[src/rtl/heart_rate_meter.sv]
// heart_rate_meter: turns peak-finder pulses into an averaged heart rate in BPM.
// Four-interval ring average, restoring divide of 240000, then double-dabble to BCD.
module heart_rate_meter #(
  parameter int CLK_HZ     = 40_000_000,
  parameter int TICK_DIV   = CLK_HZ / 1000,
  parameter int MIN_IVL_MS = 300,
  parameter int MAX_IVL_MS = 2000
) (
  input  logic       clk,
  input  logic       reset,
  input  logic       peak_in,
  output logic       beat,
  output logic [7:0] bpm,
  output logic [3:0] hundreds,
  output logic [3:0] tens,
  output logic [3:0] ones,
  output logic       valid
);
  localparam int          PW       = (TICK_DIV > 1) ? $clog2(TICK_DIV) : 1;
  localparam logic [17:0] DIVIDEND = 18'd240000;
  localparam logic [11:0] MIN_IVL  = 12'(MIN_IVL_MS);
  localparam logic [11:0] MAX_IVL  = 12'(MAX_IVL_MS);
  localparam logic [4:0]  DIV_LAST = 5'd17;
  localparam logic [4:0]  BCD_DONE = 5'd8;

  typedef enum logic {B_IDLE, B_RUN} bstate_t;
  typedef enum logic [1:0] {C_IDLE, C_DIV, C_BCD} cstate_t;

  logic          sync1_reg, sync2_reg, sync3_reg, evt_reg;
  logic [PW-1:0] pre_reg;
  logic          tick;
  logic [11:0]   ivl_reg;
  bstate_t       b_state_reg, b_state_next;
  logic          accept, timeout, ivl_clear;
  logic [11:0]   ring_reg [4];
  logic [11:0]   ring_old;
  logic [1:0]    wp_reg;
  logic [2:0]    fill_reg;
  logic [13:0]   sum_reg, sum_next;
  logic          start;
  cstate_t       c_state_reg, c_state_next;
  logic          load, done, pend_reg;
  logic [4:0]    cnt_reg;
  logic [13:0]   div_reg;
  logic [17:0]   dvd_reg;
  logic [13:0]   rem_reg, rem_step;
  logic [14:0]   trial;
  logic          ge;
  logic [7:0]    quot_reg, quot_step;
  logic [19:0]   dd_reg;
  logic [11:0]   bcd_adj;

  // Two sync flops, an edge-history flop, and a registered edge strobe.
  always_ff @(posedge clk or posedge reset) begin
    if (reset) begin
      sync1_reg <= 1'b0;
      sync2_reg <= 1'b0;
      sync3_reg <= 1'b0;
      evt_reg   <= 1'b0;
    end else begin
      sync1_reg <= peak_in;
      sync2_reg <= sync1_reg;
      sync3_reg <= sync2_reg;
      evt_reg   <= sync2_reg & ~sync3_reg;
    end
  end

  assign tick = (pre_reg == PW'(TICK_DIV - 1));

  always_ff @(posedge clk or posedge reset) begin
    if (reset)          pre_reg <= '0;
    else if (tick)      pre_reg <= '0;
    else                pre_reg <= pre_reg + 1'b1;
  end

  always_ff @(posedge clk or posedge reset) begin
    if (reset)                           ivl_reg <= '0;
    else if (ivl_clear)                  ivl_reg <= '0;
    else if (tick && ivl_reg < MAX_IVL)  ivl_reg <= ivl_reg + 12'd1;
  end

  always_ff @(posedge clk or posedge reset) begin
    if (reset) b_state_reg <= B_IDLE;
    else       b_state_reg <= b_state_next;
  end

  // An accepted beat on the final tick wins over the timeout.
  always_comb begin
    b_state_next = b_state_reg;
    beat         = 1'b0;
    accept       = 1'b0;
    timeout      = 1'b0;
    ivl_clear    = 1'b0;
    case (b_state_reg)
      B_IDLE: begin
        if (evt_reg) begin
          beat         = 1'b1;
          ivl_clear    = 1'b1;
          b_state_next = B_RUN;
        end
      end
      B_RUN: begin
        if (evt_reg && ivl_reg >= MIN_IVL) begin
          beat      = 1'b1;
          accept    = 1'b1;
          ivl_clear = 1'b1;
        end else if (tick && ivl_reg >= MAX_IVL - 12'd1) begin
          timeout      = 1'b1;
          b_state_next = B_IDLE;
        end
      end
      default: b_state_next = B_IDLE;
    endcase
  end

  // Until the ring is full the slot at wp has never been written and counts as 0.
  assign ring_old = (fill_reg == 3'd4) ? ring_reg[wp_reg] : 12'd0;
  assign sum_next = accept ? sum_reg + 14'(ivl_reg) - 14'(ring_old) : sum_reg;
  assign start    = accept && (fill_reg >= 3'd3);

  always_ff @(posedge clk) begin
    if (accept) ring_reg[wp_reg] <= ivl_reg;
  end

  always_ff @(posedge clk or posedge reset) begin
    if (reset) begin
      wp_reg   <= '0;
      fill_reg <= '0;
      sum_reg  <= '0;
    end else if (timeout) begin
      wp_reg   <= '0;
      fill_reg <= '0;
      sum_reg  <= '0;
    end else if (accept) begin
      wp_reg   <= wp_reg + 2'd1;
      sum_reg  <= sum_next;
      if (fill_reg != 3'd4) fill_reg <= fill_reg + 3'd1;
    end
  end

  assign trial     = {rem_reg, dvd_reg[17]};
  assign ge        = (trial >= {1'b0, div_reg});
  assign rem_step  = ge ? 14'(trial - {1'b0, div_reg}) : trial[13:0];
  assign quot_step = {quot_reg[6:0], ge};

  for (genvar gi = 0; gi < 3; gi++) begin : g_add3
    assign bcd_adj[4*gi +: 4] = (dd_reg[8+4*gi +: 4] >= 4'd5) ?
                                dd_reg[8+4*gi +: 4] + 4'd3 : dd_reg[8+4*gi +: 4];
  end

  always_comb begin
    c_state_next = c_state_reg;
    load         = 1'b0;
    done         = 1'b0;
    case (c_state_reg)
      C_IDLE: begin
        if (start) begin
          load         = 1'b1;
          c_state_next = C_DIV;
        end
      end
      C_DIV: begin
        if (cnt_reg == DIV_LAST) c_state_next = C_BCD;
      end
      C_BCD: begin
        if (cnt_reg == BCD_DONE) begin
          done = 1'b1;
          if (start || pend_reg) begin
            load         = 1'b1;
            c_state_next = C_DIV;
          end else begin
            c_state_next = C_IDLE;
          end
        end
      end
      default: c_state_next = C_IDLE;
    endcase
    if (timeout) begin
      c_state_next = C_IDLE;
      load         = 1'b0;
      done         = 1'b0;
    end
  end

  always_ff @(posedge clk or posedge reset) begin
    if (reset) c_state_reg <= C_IDLE;
    else       c_state_reg <= c_state_next;
  end

  always_ff @(posedge clk or posedge reset) begin
    if (reset) begin
      pend_reg <= 1'b0;
      cnt_reg  <= '0;
      div_reg  <= '0;
      dvd_reg  <= '0;
      rem_reg  <= '0;
      quot_reg <= '0;
      dd_reg   <= '0;
      bpm      <= '0;
      hundreds <= '0;
      tens     <= '0;
      ones     <= '0;
      valid    <= 1'b0;
    end else begin
      if (timeout || load) pend_reg <= 1'b0;
      else if (start)      pend_reg <= 1'b1;

      case (c_state_reg)
        C_DIV: begin
          rem_reg  <= rem_step;
          quot_reg <= quot_step;
          dvd_reg  <= {dvd_reg[16:0], 1'b0};
          if (cnt_reg == DIV_LAST) begin
            cnt_reg <= '0;
            dd_reg  <= {12'd0, quot_step};
          end else begin
            cnt_reg <= cnt_reg + 5'd1;
          end
        end
        C_BCD: begin
          cnt_reg <= cnt_reg + 5'd1;
          if (cnt_reg != BCD_DONE) dd_reg <= {bcd_adj, dd_reg[7:0]} << 1;
        end
        default: ;
      endcase

      if (load) begin
        div_reg  <= sum_next;
        dvd_reg  <= DIVIDEND;
        rem_reg  <= '0;
        quot_reg <= '0;
        cnt_reg  <= '0;
      end

      if (timeout) begin
        bpm      <= '0;
        hundreds <= '0;
        tens     <= '0;
        ones     <= '0;
        valid    <= 1'b0;
      end else if (done) begin
        bpm      <= quot_reg;
        hundreds <= dd_reg[19:16];
        tens     <= dd_reg[15:12];
        ones     <= dd_reg[11:8];
        valid    <= 1'b1;
      end
    end
  end

endmodule
[config.mk]
export PLATFORM = sky130hd
export DESIGN_NAME = heart_rate_meter
export DESIGN_NICKNAME = d
export VERILOG_FILES = /design/src/rtl/heart_rate_meter.sv
export SDC_FILE = /design/constraint.sdc
export NUM_CORES = 1
export LEC_CHECK = 0
export ABC_AREA = 1
export BUFFER_PORTS_ARGS = -buffer_cell sky130_fd_sc_hd__clkbuf_2
export CAP_MARGIN = 20
export CORE_ASPECT_RATIO = 0.6
export CORE_MARGIN = 2
export CORE_UTILIZATION = 50
export DETAILED_ROUTE_END_ITERATION = 10
export PLACE_DENSITY_LB_ADDON = 0.3
export RECOVER_POWER = 25
export SYNTH_ARGS = -nofsm -noshare
export SYNTH_HDL_FRONTEND = slang
export SYNTH_SLANG_ARGS = --single-unit
export TNS_END_PERCENT = 10
[constraint.sdc]
create_clock -name clk -period 4 [get_ports clk]
set_input_delay 0 -clock clk [delete_from_list [all_inputs] [get_ports clk]]
set_output_delay 0 -clock clk [all_outputs]
set_load 0.02 [all_outputs]
Word-level counts from Yosys, hierarchy flattened
Memory sizes are Yosys's and may differ from the RTL's.
Index checks and enable logic that the tools add are counted.
{ "op_classes": {"addsub": 11, "order_cmp": 8, "eq_ne": 13, "muxes": 66, "bitwise_logic": 3, "n_reduce_logical": 18} }
{ "op_table": {"columns": ["cell", "count"], "rows": [
  ["$mux W14", 6],
  ["$mux W20", 2],
  ["$pmux W20 S2", 1],
  ["$mux W12", 3],
  ["$mux W18", 2],
  ["$mux W4", 8],
  ["$mux W8", 4],
  ["$mux W1", 22],
  ["$add A16 B1 Y16 const B", 1],
  ["$eq A16 B16 Y1 const B", 1],
  ["$mux W16", 1],
  ["$ge A15 B14 Y1", 1],
  ["$add A14 B12 Y14", 1],
  ["$reduce_bool A2 Y1", 7],
  ["$sub A14 B12 Y14", 1],
  ["$sub A14 B14 Y14", 1],
  ["$add A12 B1 Y12 const B", 1],
  ["$ge A12 B11 Y1 const B", 1],
  ["$ge A12 B9 Y1 const B", 1],
  ["$ge A4 B3 Y1 const B", 3],
  ["$lt A12 B11 Y1 const B", 1],
  ["$mux W2", 6],
  ["$mux W3", 4],
  ["$ne A3 B3 Y1 const B", 4],
  ["other kinds (25)", 36]
]} }
{ "word_totals": {"ff_bits": 155, "ram_bits": 48, "in_bits": 3, "output_inout_bits": 22, "n_memories": 1} }
{ "mem_list": {"columns": ["memory", "depth", "word_bits", "rd", "rd_ports_with_merged_regs", "write_ports", "line_no", "text"], "rows": [
  ["ring_reg", 4, 12, 1, 0, 1, "35", "logic [11:0] ring_reg [4];"]
]} }

Depth between registers and ports, before layout
{ "depth": {"word_depth": 12, "mapped_depth": 21, "ltp_nobuf": 19} }

Worst setup path after synthesis
Ideal clock, no wire load.
{ "synth_timing": {"path_kind": "flip-flop to flip-flop", "start": "register wp_reg[0]", "end": "register div_reg[4]", "setup_ns": 0.121, "t_arrival_ns": 2.948, "setup_slack_ns": 0.932, "path_stages_with_launch": 17, "period_less_slack_ns": 3.068, "cell_sequence": "dfrtp_1 clkbuf_1 inv_1 clkbuf_1 o21ai_0 a21oi_1 fa_1 inv_1 fa_1 nand2_1 nand3_1 and2_1 or2_2 nand3_1 o21ai_0 nand2_1 o21ai_1"} }
{ "synth_via": {"elab_chain_len": 4} }
{ "synth_lines": {"columns": ["element", "line_no", "text"], "rows": [
  ["start: declaration", "37", "logic [1:0] wp_reg;"],
  ["start signal: assignment", "135", "wp_reg <= wp_reg + 2'd1;"],
  ["$mem_v2 Z4 W12", null, null],
  ["$mux W12", "117", "assign ring_old = (fill_reg == 3'd4) ? ring_reg[wp_reg] : 12'd0;"],
  ["$sub A14 B12 Y14", "118", "assign sum_next = accept ? sum_reg + 14'(ivl_reg) - 14'(ring_old) : sum_reg;"],
  ["$mux W14", "118", null],
  ["end signal: assignment", "228", "div_reg <= sum_next;"],
  ["end: declaration", "44", "logic [13:0] div_reg;"]
]} }
Every way passes these cells.
A chain may end at the register's enable or synchronous reset.

Final worst setup path
{ "layout_timing": {"start": "register fill_reg[0]", "end": "register div_reg[4]"} }
{ "layout_via": {"elab_chain_len": 7, "elab_cells_between_ends": 12, "classes_between": "1 x add/sub; 1 x order compare; 1 x eq/ne; 7 x mux; 2 x reduce/logical"} }
{ "layout_lines": {"columns": ["element", "line_no", "text"], "rows": [
  ["start: declaration", "38", "logic [2:0] fill_reg;"],
  ["start signal: assignment", "137", "if (fill_reg != 3'd4) fill_reg <= fill_reg + 3'd1;"],
  ["branches (longest 7 deep; another with $sub A14 B12 Y14)", null, null]
]} }
Parallel ways; which one is timed is not known.

==> run summary <==
status: finished with violations
failing checks: max-capacitance violations, max-slew violations
Detail Route Antenna Nets: 0
VDD IR max: 0.288 mV
Critical Path Start: fill_reg[0]$_DFFE_PP0P_
share of the synthesized area in the top cell type: 35.3%
DR WL/cell: 15.6 µm
crit path cell chain: inv_1, ha_1, nand2_1, a21oi_1, fa_1, inv_1, fa_1, nand2_1, nand3_1, and2_1, or2_2, nand3_1, o21ai_0, nand2_1, o21ai_1
# clock sinks: 196
GRT Overall Usage: 22.9%
post-synth top area cell: dfrtp_1
P&R area growth vs syn: 9.15%
Worst setup SP type: flop
vias per inst: 5.41
Yosys warnings: 0
pre-CTS setup slack: 0.633 ns
syn_nets: 1280
Slew Limit Headroom: -38.4%
largest net degree at the start of global routing: 97
Switching Share: 23.3%
first-pass GRT wire length: 39400 µm
asr flop ratio synth: 75.5%
# resized after CTS: 0
PwrDens: 334 nW/µm²
Remaining DRCs: 0
Clock transition at path regs: 0.07 ns
htree depth: 4
Slowest-stage cell, CP: fa_1
Clock Latency Late Sink: 0.45 ns
TritonCTS Buffers: 17
Psw: 0.892 mW
WP data arrival: 3.80 ns
Ports: 25
final hold slack: 0.194 ns
Fin Clk Skew: 0.0202 ns
clock buffer depth: 2
FP Rows: 40
Pre-antenna DRT Iters: 5
# nets final: 1306
Hold Path Class: in -> reg
core box area: 20300 µm²
CTS tree: done
Mapped Cells: 1217
Final Cell Area: 11400 µm²
Post-Syn Area per Cell: 8.62 µm²
fin util: 56.5%
DR vias: 8267
period utilization: 87.0%
Max Freq: 287 MHz
Post-Synthesis Cell Area: 10500 µm²
routability cong.: 0.946
static leakage: 5.45 nW
internal power: 2.93 mW
Clk pwr share: 43.1%
Critical Path Max Stage Delay: 0.51 ns
WP data required: 4.32 ns
Initial Utilization: 51.7%
die area: 22200 µm²
critical path class: reg -> reg
post-route insts no fill: 1529
HP Start: peak_in
number of diodes: 0
count of final hold-check violations: 0
Post-CTS Setup Bufs: 0
#FFs+latches synth: 196
Largest register FFs: 48
vias in the first global route: 7513
RSZ-0062 raised after global routing: false
DRT iter0 DRCs: 731
layout cells sized above 1: 6.61%
hpwl dp: 16900 µm
Max Slew Vio Count: 97
Setup Viol. Count Final: 0
most common cell in the synthesized netlist: nand2_1
count of different cell masters after synthesis: 46
Post-Place Cell Area: 10900 µm²
dominant cells by area after synthesis: dfrtp_1 35%, edfxtp_1 14%, nand2_1 7.4%, inv_1 6.5%, ha_1 5.6%
drt total wl: 23800 µm
top_reg_cell synth: dfrtp_1
Buf/Inv on CP: 2
Slew @ Worst Pin: 2.07 ns
Critical Path Most Common Cell: nand2_1
Die Ht: 116 µm
Crit Reg-Reg Startpoint: fill_reg[0]$_DFFE_PP0P_
worst-path fanout max: 15
Seq pwr share: 53.8%
Critical Path End Type: flop
initial antenna violation count: 0
Post-synth EDFFs: 48
critical path's top delay family: simple AND/OR/NAND/NOR gates
CTS root buf: clkbuf_16
Total Power: 3.82 mW
sequential area share after synthesis: 49.1%
worst setup margin: 0.521 ns
Placed Cells incl. Taps: 1495
Final min period: 3.48 ns
number of I/O port buffers: 24
combinational power share: 3.1%
synth cell count leaders: 208 x nand2_1, 181 x inv_1, 148 x dfrtp_1, 134 x nor2_1, 106 x o21ai_0
setup_tns: 0 ns
max-cap violations: 1
die width: 191 µm
global route total overflow: 0
-- final timing paths --
path | end | slack (ns) | depth (start not counted)
max | div_reg[4]$_DFFE_PP0P_ | 0.52 | 15
min | sync1_reg$_DFF_PP0_ | 0.19 | 2
max reg2reg | div_reg[4]$_DFFE_PP0P_ | 0.52 | 15
min reg2reg | sync2_reg$_DFF_PP0_ | 0.36 | 0
max in group asynchronous | pre_reg[13]$_DFF_PP0_ | 2.01 | 4
min in group asynchronous | sync1_reg$_DFF_PP0_ | 0.72 | 3
-- worst reg2reg max path, stage by stage, from the launching register on --
cell and delay [ns]:
dfrtp_1 0.35, inv_1 0.08, ha_1 0.20, nand2_1 0.46
a21oi_1 0.13, fa_1 0.51, inv_1 0.07, fa_1 0.50
nand2_1 0.12, nand3_1 0.10, and2_1 0.21, or2_2 0.28
nand3_1 0.07, o21ai_0 0.11, nand2_1 0.11, o21ai_1 0.06
-- routing by layer --
metal | global-route usage, % | up-vias | wire length (µm)
li1 | - | 4057 | -
met1 | 37.6 | 3944 | 12800
met2 | 30.2 | 249 | 9230
met3 | 4.60 | 17 | 1590
met4 | 5.68 | 0 | 204
met5 | 0 | - | 0
-- power by group through the flow --
stage	registers, mW	logic [mW]	clock network [mW]
2_1_floorplan	2.09	0.0839	0
3_3_place_gp	2.10	0.113	0
3_5_place_dp	2.10	0.116	0
4_1_cts	2.06	0.118	1.68
5_1_grt	2.06	0.136	1.74
6_report	2.06	0.119	1.65
-- cells by family (layout without fill, tap and decap cells) --
family,count (synthesis),count (layout),share of synthesized area [%]
AO/OA/AOI/OAI,243,243,12.9
XOR/XNOR,27,27,2.25
adder cells (fa/ha/maj),60,60,8.09
buffers and inverters,223,262,8.43
flip-flops,196,196,49.1
AND/OR/NAND/NOR,468,468,19.3
-- cell type report --
| cell class | count | area (µm²) |
|---|---|---|
| inverters | 188 | 709 |
| repair buffers | 42 | 240 |
| clock buffers | 21 | 462 |
| multi-input cells | 798 | 4460 |
| clock inverters | 11 | 91.3 |
| fillers | 1823 | 8820 |
| well taps | 273 | 342 |
| flip-flops and latches | 196 | 5140 |
-- cells in the final DEF (no fill, tap or decap), types with 2 or more instances in the layout --
master / synthesis / routed
a21o_1: 3 / 3
a21oi_1: 56 / 56
a31oi_1: 3 / 3
buf_4: 4 / 16
clkbuf_1: 17 / 19
clkbuf_16: 0 / 18
clkbuf_2: 0 / 8
clkinv_2: 0 / 2
clkinvlp_4: 0 / 3
dfrtp_1: 148 / 148
dlygate4sd3_1: 0 / 2
edfxtp_1: 48 / 48
fa_1: 13 / 13
ha_1: 47 / 47
inv_1: 181 / 180
inv_2: 7 / 7
inv_6: 0 / 4
inv_8: 0 / 2
nand2_1: 208 / 208
nand3_1: 69 / 69
nand3b_1: 4 / 4
nand4_1: 18 / 18
nand4_2: 2 / 2
nor2_1: 134 / 134
nor2_2: 2 / 2
nor2_4: 2 / 2
nor3_1: 18 / 18
o2111ai_1: 4 / 4
o211ai_1: 14 / 14
o21a_1: 4 / 4
o21ai_0: 106 / 106
o21ai_1: 27 / 27
o21ai_2: 6 / 6
o22ai_1: 15 / 15
or2_2: 3 / 3
xnor2_1: 7 / 7
xor2_1: 20 / 20
-- what timing repair did --
action	in CTS	in global routing
endpoints found under the hold margin	95	0
setup endpoints to repair	0	0
hold buffers	2	0
Power figures use the tool's default switching activity.
